===== config.mk =====
export PLATFORM = sky130hd
export DESIGN_NAME = kuz_dec_sched_flat
export DESIGN_NICKNAME = d
export VERILOG_FILES = /design/src/rtl/kuz_pkg.sv /design/src/rtl/kuz_dec_sched_if.sv /design/src/rtl/kuz_dec_sched.sv /design/src/flat_wrapper.sv
export SDC_FILE = /design/constraint.sdc
export NUM_CORES = 1
export LEC_CHECK = 0
export BUFFER_PORTS_ARGS = -buffer_cell sky130_fd_sc_hd__clkbuf_2
export CORE_AREA = 2 2 254 256
export DETAILED_ROUTE_END_ITERATION = 10
export DIE_AREA = 0 0 256 258
export HOLD_SLACK_MARGIN = 0.12
export SLEW_MARGIN = 20
export SYNTH_ARGS = -nofsm -noshare
export SYNTH_HDL_FRONTEND = slang
export SYNTH_SLANG_ARGS = --single-unit

===== constraint.sdc =====
create_clock -name clk -period 2.4 [get_ports clk]
set_input_delay 0.72 -clock clk [delete_from_list [all_inputs] [get_ports clk]]
set_output_delay 0.72 -clock clk [all_outputs]
set_load 0.01 [all_outputs]

===== src/rtl/kuz_pkg.sv =====
// rtl/kuz_pkg.sv - shared Kuznyechik types and scheduler state encoding
package kuz_pkg;

  typedef logic [127:0] block_t;
  typedef logic [3:0]   key_idx_t;

  localparam int KUZ_NROUNDS = 9;

  typedef enum logic [1:0] {
    IDLE = 2'd0,
    CALL = 2'd1,
    WAIT = 2'd2
  } state_t;

endpackage


===== src/rtl/kuz_dec_sched_if.sv =====
// rtl/kuz_dec_sched_if.sv - block, key-store and LS-inverse unit signals of the decrypt scheduler
interface kuz_dec_sched_if;
  import kuz_pkg::*;

  logic     in_valid;
  logic     in_ready;
  block_t   din;
  key_idx_t key_idx;
  block_t   key_data;
  logic     ls_valid;
  block_t   ls_din;
  logic     ls_ready;
  block_t   ls_dout;
  logic     out_valid;
  block_t   dout;
  logic     busy;

  modport master (
    input  in_valid, din, key_data, ls_ready, ls_dout,
    output in_ready, key_idx, ls_valid, ls_din, out_valid, dout, busy
  );

  modport slave (
    output in_valid, din, key_data, ls_ready, ls_dout,
    input  in_ready, key_idx, ls_valid, ls_din, out_valid, dout, busy
  );

endinterface


===== src/rtl/kuz_dec_sched.sv =====
// rtl/kuz_dec_sched.sv - round scheduler driving one shared LS-inverse unit for block decryption
module kuz_dec_sched
  import kuz_pkg::*;
#(
  parameter int NROUNDS = KUZ_NROUNDS,
  parameter int KEY_LAT = 1
) (
  input  logic             clk,
  input  logic             reset_n,
  kuz_dec_sched_if.master  bus
);

  localparam key_idx_t KEY_FIRST = key_idx_t'(NROUNDS);

  if (KEY_LAT != 1) begin : g_key_lat_check
    $error("kuz_dec_sched: only KEY_LAT == 1 is supported");
  end
  if (NROUNDS < 1 || NROUNDS > 15) begin : g_nrounds_check
    $error("kuz_dec_sched: NROUNDS must be in 1..15");
  end

  state_t   state;
  block_t   data_r;
  key_idx_t key_idx_r;
  logic     in_ready_r;
  logic     busy_r;
  logic     ls_valid_r;
  logic     out_valid_r;
  block_t   dout_r;

  // key_idx only moves at CALL exit and at block completion, so key_data
  // is settled long before WAIT consumes it.
  always_ff @(posedge clk or negedge reset_n) begin
    if (!reset_n) begin
      state       <= IDLE;
      data_r      <= '0;
      key_idx_r   <= KEY_FIRST;
      in_ready_r  <= 1'b1;
      busy_r      <= 1'b0;
      ls_valid_r  <= 1'b0;
      out_valid_r <= 1'b0;
      dout_r      <= '0;
    end else begin
      ls_valid_r  <= 1'b0;
      out_valid_r <= 1'b0;
      case (state)
        IDLE: begin
          if (bus.in_valid) begin
            data_r     <= bus.din;
            ls_valid_r <= 1'b1;
            in_ready_r <= 1'b0;
            busy_r     <= 1'b1;
            state      <= CALL;
          end
        end
        CALL: begin
          key_idx_r <= key_idx_r - key_idx_t'(1);
          state     <= WAIT;
        end
        WAIT: begin
          if (bus.ls_ready) begin
            if (key_idx_r != '0) begin
              data_r     <= bus.ls_dout;
              ls_valid_r <= 1'b1;
              state      <= CALL;
            end else begin
              dout_r      <= bus.ls_dout ^ bus.key_data;
              out_valid_r <= 1'b1;
              key_idx_r   <= KEY_FIRST;
              in_ready_r  <= 1'b1;
              busy_r      <= 1'b0;
              state       <= IDLE;
            end
          end
        end
        default: begin
          state      <= IDLE;
          key_idx_r  <= KEY_FIRST;
          in_ready_r <= 1'b1;
          busy_r     <= 1'b0;
        end
      endcase
    end
  end

  assign bus.in_ready  = in_ready_r;
  assign bus.busy      = busy_r;
  assign bus.key_idx   = key_idx_r;
  assign bus.ls_valid  = ls_valid_r;
  assign bus.ls_din    = (state == CALL) ? (data_r ^ bus.key_data) : '0;
  assign bus.out_valid = out_valid_r;
  assign bus.dout      = dout_r;

endmodule


===== src/flat_wrapper.sv =====
// flat-port wrapper written by rule: the top's interface ports become plain ports
module kuz_dec_sched_flat import kuz_pkg::*;
#(
  parameter int NROUNDS = KUZ_NROUNDS,
  parameter int KEY_LAT = 1
)
  (clk, reset_n, bus_in_valid, bus_din, bus_key_data, bus_ls_ready, bus_ls_dout, bus_in_ready, bus_key_idx, bus_ls_valid, bus_ls_din, bus_out_valid, bus_dout, bus_busy);
  kuz_dec_sched_if bus_i ();
  input  logic clk;
  input  logic reset_n;
  input wire logic [$bits(bus_i.in_valid)-1:0] bus_in_valid;
  input wire logic [$bits(bus_i.din)-1:0] bus_din;
  input wire logic [$bits(bus_i.key_data)-1:0] bus_key_data;
  input wire logic [$bits(bus_i.ls_ready)-1:0] bus_ls_ready;
  input wire logic [$bits(bus_i.ls_dout)-1:0] bus_ls_dout;
  output wire logic [$bits(bus_i.in_ready)-1:0] bus_in_ready;
  output wire logic [$bits(bus_i.key_idx)-1:0] bus_key_idx;
  output wire logic [$bits(bus_i.ls_valid)-1:0] bus_ls_valid;
  output wire logic [$bits(bus_i.ls_din)-1:0] bus_ls_din;
  output wire logic [$bits(bus_i.out_valid)-1:0] bus_out_valid;
  output wire logic [$bits(bus_i.dout)-1:0] bus_dout;
  output wire logic [$bits(bus_i.busy)-1:0] bus_busy;
  assign bus_i.in_valid = bus_in_valid;
  assign bus_i.din = bus_din;
  assign bus_i.key_data = bus_key_data;
  assign bus_i.ls_ready = bus_ls_ready;
  assign bus_i.ls_dout = bus_ls_dout;
  assign bus_in_ready = bus_i.in_ready;
  assign bus_key_idx = bus_i.key_idx;
  assign bus_ls_valid = bus_i.ls_valid;
  assign bus_ls_din = bus_i.ls_din;
  assign bus_out_valid = bus_i.out_valid;
  assign bus_dout = bus_i.dout;
  assign bus_busy = bus_i.busy;
  kuz_dec_sched #(.NROUNDS(NROUNDS), .KEY_LAT(KEY_LAT)) u_core (.clk(clk), .reset_n(reset_n), .bus(bus_i));
endmodule

==> summary.md, run 1 <==
| Metric | Value |
|---|---|
| M2 GR Usage | `0.267` |
| Area of the core region | `0.0636 mm^2` |
| Final nets | `2363` |
| Register area share after synthesis | `0.450` |
| 1st-pass router iterations | `5` |
| Status | `complete, but fails checks` |
| Worst setup path startpoint | `u_core.state[1]` |
| Port Buffers | `651` |
| Simple-gate share of the synthesized area | `0.0396` |
| Htree depth | `1` |
| Antenna violations before repair | `1` |
| Pre-CTS setup slack | `33.8 ps` |
| Met3 Use GR | `0.0206` |
| Setup TNS | `-10440 ps` |
| Sinks on the clock net | `266` |
| P_leak | `10.2 nW` |
| Final cell count without fillers | `2853` |
| Synth Instances | `1286` |
| Net Sw Frac | `0.371` |
| VDD IR max | `0.460 mV` |
| Violated checks | `negative setup slack` |
| Synthesized area | `0.0148 mm^2` |
| Syn Area/Cell | `11.5 um^2` |
| Part of the power in combinational logic | `0.534` |
| Beginning of the worst hold path | `bus_ls_ready` |
| Post-synthesis xor/xnor area fraction | `0.152` |
| Clock Skew | `25.1 ps` |
| Worst setup path category | `reg -> out` |
| Die extent in y | `258 um` |
| Max Freq | `389 MHz` |
| CTS Buffer Depth | `3` |
| Final slew viol count | `0` |
| Die width | `256 um` |
| Area share of fa/ha/maj cells after synthesis | `0.00169` |
| Hold Crit Class | `in -> reg` |
| GPL Wtd Cong | `0.973` |
| #FFs+latches synth | `266` |
| Commonest non-fill, non-tap cell in the layout | `clkbuf_2` |
| Root buf cell | `clkbuf_16` |
| Starting Density | `0.233` |
| Setup Viol. Count Final | `127` |
| Mux contribution to synthesized area | `0.220` |
| Row cnt | `93` |
| Area growth syn-to-layout | `49.0%` |
| Largest area contributor in the netlist | `dfrtp_1` |
| RR Startpoint | `u_core.bus.key_idx[0]` |
| Largest family of logic cells by synthesized area | `multiplexers` |
| Data required, critical path | `1680 ps` |
| Clk slew on worst S/H paths | `70 ps` |
| Worst-Skew Late Latency | `570 ps` |
| Post-Place Cells | `2763` |
| Via density | `4.43` |
| Max Cap Viol | `0` |
| Synth async-reset ratio | `1.00` |
| Max FO, Critical Path | `13` |
| GRT overflow | `0` |
| Met1 Resource Use GR | `0.190` |
| Wire per inst | `19.2 um` |
| Power Dens Cells | `1180 mW/mm^2` |
| DRC violations left | `0` |
| Slew @ Worst Pin | `605 ps` |
| Die footprint | `0.0660 mm^2` |
| Ys flop type | `dfrtp_1` |
| DR vias | `12600` |
| Gr usage total | `0.154` |
| Worst rel slew slack | `0.596` |
| First-pass GRT wire length | `80200 um` |
| Largest net degree at the start of global routing | `74` |
| Number of synthesized flops with an enable pin | `0` |
| Min Tclk post-route | `2570 ps` |
| Reg power frac | `0.282` |
| Yosys Warn Count | `0` |
| Number of global-route vias before repair | `13600` |
| Syn nets | `1676` |
| Most frequent cells in the layout | `clkbuf_2, dfrtp_1, a21oi_1` |
| Final WS setup | `-171 ps` |
| Finished Core Util | `0.347` |
| Int Pwr | `16.3 mW` |
| CP arrival | `1850 ps` |
| TritonCTS clock tree | `built` |
| Layout cells sized above 1 | `0.580` |
| Tcrit/Tclk final | `1.07` |
| Net switching power | `9.63 mW` |
| Gr busiest metal | `met2` |
| Final wirelength | `54800 um` |
| Worst setup EP type | `output port` |
| Area contributors post-synth | `dfrtp_1, xnor2_1, mux2_2` |
| Final hold vios | `0` |
| DR iter-0 viols | `637` |
| Share of total power in the clock network | `0.183` |
| Count of cell types in the netlist | `33` |
| ANT nets after route | `0` |
| Inserted Clock Buffers | `31` |
| Startpoint Class | `register` |
| Post-synthesis compound-gate area fraction | `0.0927` |
| Top-Level Pins | `652` |
| RSZ-0062 raised after global routing | `true` |
| R2R Setup Slk | `80 ps` |
| Dpl hpwl | `38600 um` |
| Area share of the largest cell type after synthesis | `0.444` |
routing by layer:
layer  routed length, um  part of all wire
met5                   0                 0
met4                2340             0.043
met3                2710             0.049
met2               27400              0.50
met1               22400              0.41
state kept, by name (all words and copies together), names as in the netlist:
| register | cells |
|---|---|
| u_core.bus.key_idx | 4 |
| u_core.bus.in_ready | 1 |
| u_core.bus.busy | 1 |
| u_core.bus.dout | 128 |
| u_core.bus.out_valid | 1 |
| u_core.data_r | 128 |
| u_core.bus.ls_valid | 1 |
| u_core.state | 2 |
power groups by stage:
stage          sequential (mW)  clock [mW]  combinational, mW
2_1_floorplan             7.16           0               7.40
3_3_place_gp              7.38           0               10.5
3_5_place_dp              7.36           0               10.7
4_1_cts                   7.32        4.92               12.2
5_1_grt                   7.49        5.09               14.7
6_report                  7.33        4.76               13.9
final timing paths:
check | endpoint | depth (start not counted)
setup / recovery | bus_ls_din[26] | 5
hold / removal | u_core.state[1] | 2
setup reg to reg | u_core.data_r[17] | 8
hold reg to reg | u_core.data_r[122] | 1
max in group asynchronous | u_core.data_r[93] | 3
min in group asynchronous | u_core.bus.dout[54] | 2
logic make-up (layout without fill, tap and decap cells):
group | count (synthesis) | in the layout
muxes | 256 | 256
other | 0 | 1
xor gates and xnor gates | 257 | 257
buffers and inverters | 95 | 806
adders and majority gates | 2 | 2
DFF | 266 | 266
and+or+nand+nor | 143 | 143
AOI/OAI and AO/OA | 267 | 267
area by class of cell:
| type | instances | area (um^2) |
|---|---|---|
| antenna | 1 | 2.50 |
| timing repair buffer | 743 | 5100 |
| multi-input combinational | 925 | 8190 |
| inverter | 6 | 22.5 |
| sequential | 266 | 6660 |
| fill | 6370 | 41600 |
| clock buffer | 40 | 840 |
| clock inverter | 17 | 179 |
| tap | 855 | 1070 |
cell usage after synthesis (2+ instances only):
library cell,instances
dfrtp_1,263
a21oi_1,260
xnor2_1,257
mux2_2,147
nor2_1,130
mux2_4,100
clkbuf_1,33
buf_2,32
buf_12,11
buf_6,9
mux2_1,9
inv_1,6
buf_4,3
dfstp_2,3
nor3_1,3
ha_1,2
nand2b_1,2
critical path: stages (launching register included):
cell      delay (ps)
dfrtp_1          380
nand2b_4         230
buf_16           200
buf_12           170
nor2_4           140
buf_2            140
timing repair:
action                                  4_1_cts  5_1_grt
cloned                                        9        4
resized for setup                           111      299
endpoints found under the hold margin         2        0
pin swaps                                    25       49
hold buffers                                  1        0
endpoints found under the setup margin      124      163
setup buffers                                 8       10
metrics by stage:
step           hold WS [ps]  power, mW  instance area (um^2)
3_5_place_dp            510       18.1                 19300
3_3_place_gp            503       17.9                 19300
6_report                397       25.9                 22100
2_1_floorplan           424       14.6                 14800
5_1_grt                 386       27.3                 22100
4_1_cts                 353       24.4                 21000
No activity file was read; power rests on OpenSTA's default activity.
==> inputs of run 2 (changes only) <==
==> constraint.sdc (replaced) <==
create_clock -name clk -period 2.4 [get_ports clk]
set_input_delay 0.12 -clock clk [delete_from_list [all_inputs] [get_ports clk]]
set_output_delay 0.12 -clock clk [all_outputs]
set_load 0.01 [all_outputs]
==> run 2 against run 1 <==
The flow now finishes without violations. Clock skew decreased by 9.2 ps. Combinational power decreased by 17%. Total power decreased by 7.1%. Design area increased by 11%. Critical endpoint is now u_core.data_r[100].
==> summary.md, run 2 (synthesis gave the netlist of run 1 again) <==
| Metric | Value |
|---|---|
| Status | `completed` |
| Worst hold slack | `178 ps` |
| Die width | `256 um` |
| CP arrival | `2730 ps` |
| Port Buffers | `651` |
| TritonCTS clock tree | `built` |
| DR iter-0 viols | `950` |
| Tcrit/Tclk final | `0.969` |
| Row cnt | `93` |
| Max FO, Critical Path | `19` |
| Area growth syn-to-layout | `64.8%` |
| Root buf cell | `clkbuf_16` |
| Setup TNS | `0 ps` |
| Net Sw Frac | `0.354` |
| Final wirelength | `56000 um` |
| GRT overflow | `0` |
| Min Tclk post-route | `2320 ps` |
| Int Pwr | `15.6 mW` |
| Sinks on the clock net | `266` |
| Worst-Skew Late Latency | `530 ps` |
| Part of the power in combinational logic | `0.478` |
| Slew @ Worst Pin | `605 ps` |
| Final hold vios | `0` |
| Top-Level Pins | `652` |
| Die footprint | `0.0660 mm^2` |
| Worst rel slew slack | `0.597` |
| Max Freq | `430 MHz` |
| Power Dens Cells | `988 mW/mm^2` |
| CP max stage cell | `dlygate4sd3_1` |
| Hold Crit Class | `in -> async` |
| Share of total power in the clock network | `0.216` |
| ANT nets after route | `0` |
| Die extent in y | `258 um` |
| DRC violations left | `0` |
| Maximum single-stage delay on the critical path | `590 ps` |
| Data required, critical path | `2810 ps` |
| Area of the core region | `0.0636 mm^2` |
| RSZ-0062 raised after global routing | `false` |
| Worst setup EP type | `register` |
| Gr usage total | `0.162` |
| Layout cells sized above 1 | `0.430` |
| Wire per inst | `17.3 um` |
| Reg power frac | `0.306` |
| Worst setup path category | `reg -> reg` |
| First-pass GRT wire length | `86100 um` |
| Inserted Clock Buffers | `34` |
| Antenna violations before repair | `1` |
| Clk slew on worst S/H paths | `60 ps` |
| P_leak | `11.4 nW` |
| Setup Viol. Count Final | `0` |
| Final nets | `2736` |
| Final slew viol count | `0` |
| Clock Skew | `15.9 ps` |
| Starting Density | `0.233` |
| VDD IR max | `0.464 mV` |
| Worst-path cell chain | `nor2b_4 -> buf_12 -> mux2_2 -> dlygate4sd3_1 -> mux2_4` |
| Largest net degree at the start of global routing | `68` |
| Htree depth | `2` |
| Dpl hpwl | `38000 um` |
| Dpl cell area | `0.0192 mm^2` |
| Commonest non-fill, non-tap cell in the layout | `clkbuf_2` |
| Design area | `0.0244 mm^2` |
| Most frequent cells in the layout | `clkbuf_2, dlygate4sd3_1, dfrtp_1` |
| Startpoint Class | `register` |
| GPL Wtd Cong | `0.969` |
| Max Cap Viol | `0` |
| DR vias | `14200` |
| Via density | `4.40` |
| Net switching power | `8.53 mW` |
| CTS Buffer Depth | `3` |
| Number of global-route vias before repair | `15700` |
| 1st-pass router iterations | `5` |
run 2: cell types whose count changed in the layout (fill, tap and decap cells not counted), sizes merged:
cell         before  now
inv               8    7
clkinv            9    7
dlygate4sd3       1  406
bufinv            3    1
clkinvlp          3    0
clkbuf          570  702
buf             212   56
run 2: power by group through the flow:
stage                     clock network [mW]  logic [mW]  registers [mW]
after global placement                     0        10.5            7.39
after floorplan                            0        7.40            7.16
after global routing                    5.54        12.3            7.54
after CTS                               5.38        11.4            7.36
after detailed placement                   0        10.7            7.39
final                                   5.21        11.5            7.38
run 2: final timing paths:
| path | cells past startpoint | endpoint | slack [ps] | startpoint |
|---|---|---|---|---|
| max reg2reg | 5 | u_core.data_r[100] | 80 | u_core.state[0] |
| min | 2 | u_core.bus.dout[55] | 180 | reset_n |
| max | 5 | u_core.data_r[100] | 80 | u_core.state[0] |
| min in group clk | 3 | u_core.state[1] | 440 | bus_ls_ready |
| max in group asynchronous | 3 | u_core.data_r[125] | 1440 | reset_n |
| min reg2reg | 1 | u_core.data_r[120] | 510 | u_core.data_r[120] |
run 2: through the flow:
stage                      util  total power [mW]  setup WS, ps  instances
final                     0.383              24.1          75.4       3226
after global routing      0.383              25.4          7.01       3226
after CTS                 0.383              24.2          65.5       3223
after detailed placement  0.301              18.1          80.5       2757
after global placement    0.301              17.9           126       2757
after floorplan               -              14.6           310       1286
run 2: layer usage:
metal | GRT usage | routed length, um | up-vias
li1 | - | - | 6528
met1 | 0.184 | 21800 | 6922
met2 | 0.295 | 28800 | 590
met3 | 0.0318 | 3080 | 146
met4 | 0.0716 | 2250 | 0
met5 | 0 | 0 | -
run 2: area by class of cell:
| cell class | count | area (um^2) |
|---|---|---|
| timing repair buffer | 1113 | 8000 |
| inverter | 6 | 22.5 |
| antenna | 1 | 2.50 |
| clock inverter | 9 | 81.3 |
| fill | 6071 | 39200 |
| multi-input combinational | 925 | 7520 |
| clock buffer | 51 | 1060 |
| sequential | 266 | 6660 |
| tap | 855 | 1070 |
run 2: repair_timing:
| action | in CTS | in global routing |
|---|---|---|
| endpoints found under the hold margin | 526 | 0 |
| setup endpoints to repair | 0 | 20 |
| setup buffers | 0 | 1 |
| gates resized for setup | 0 | 0 |
| hold buffers | 406 | 0 |
run 2: critical path: cells and delay by family, from the launching register on:
family	cells	cell delay, ps
buffers and inverters	2	780
and+or+nand+nor	1	240
DFF	1	530
muxes	2	630
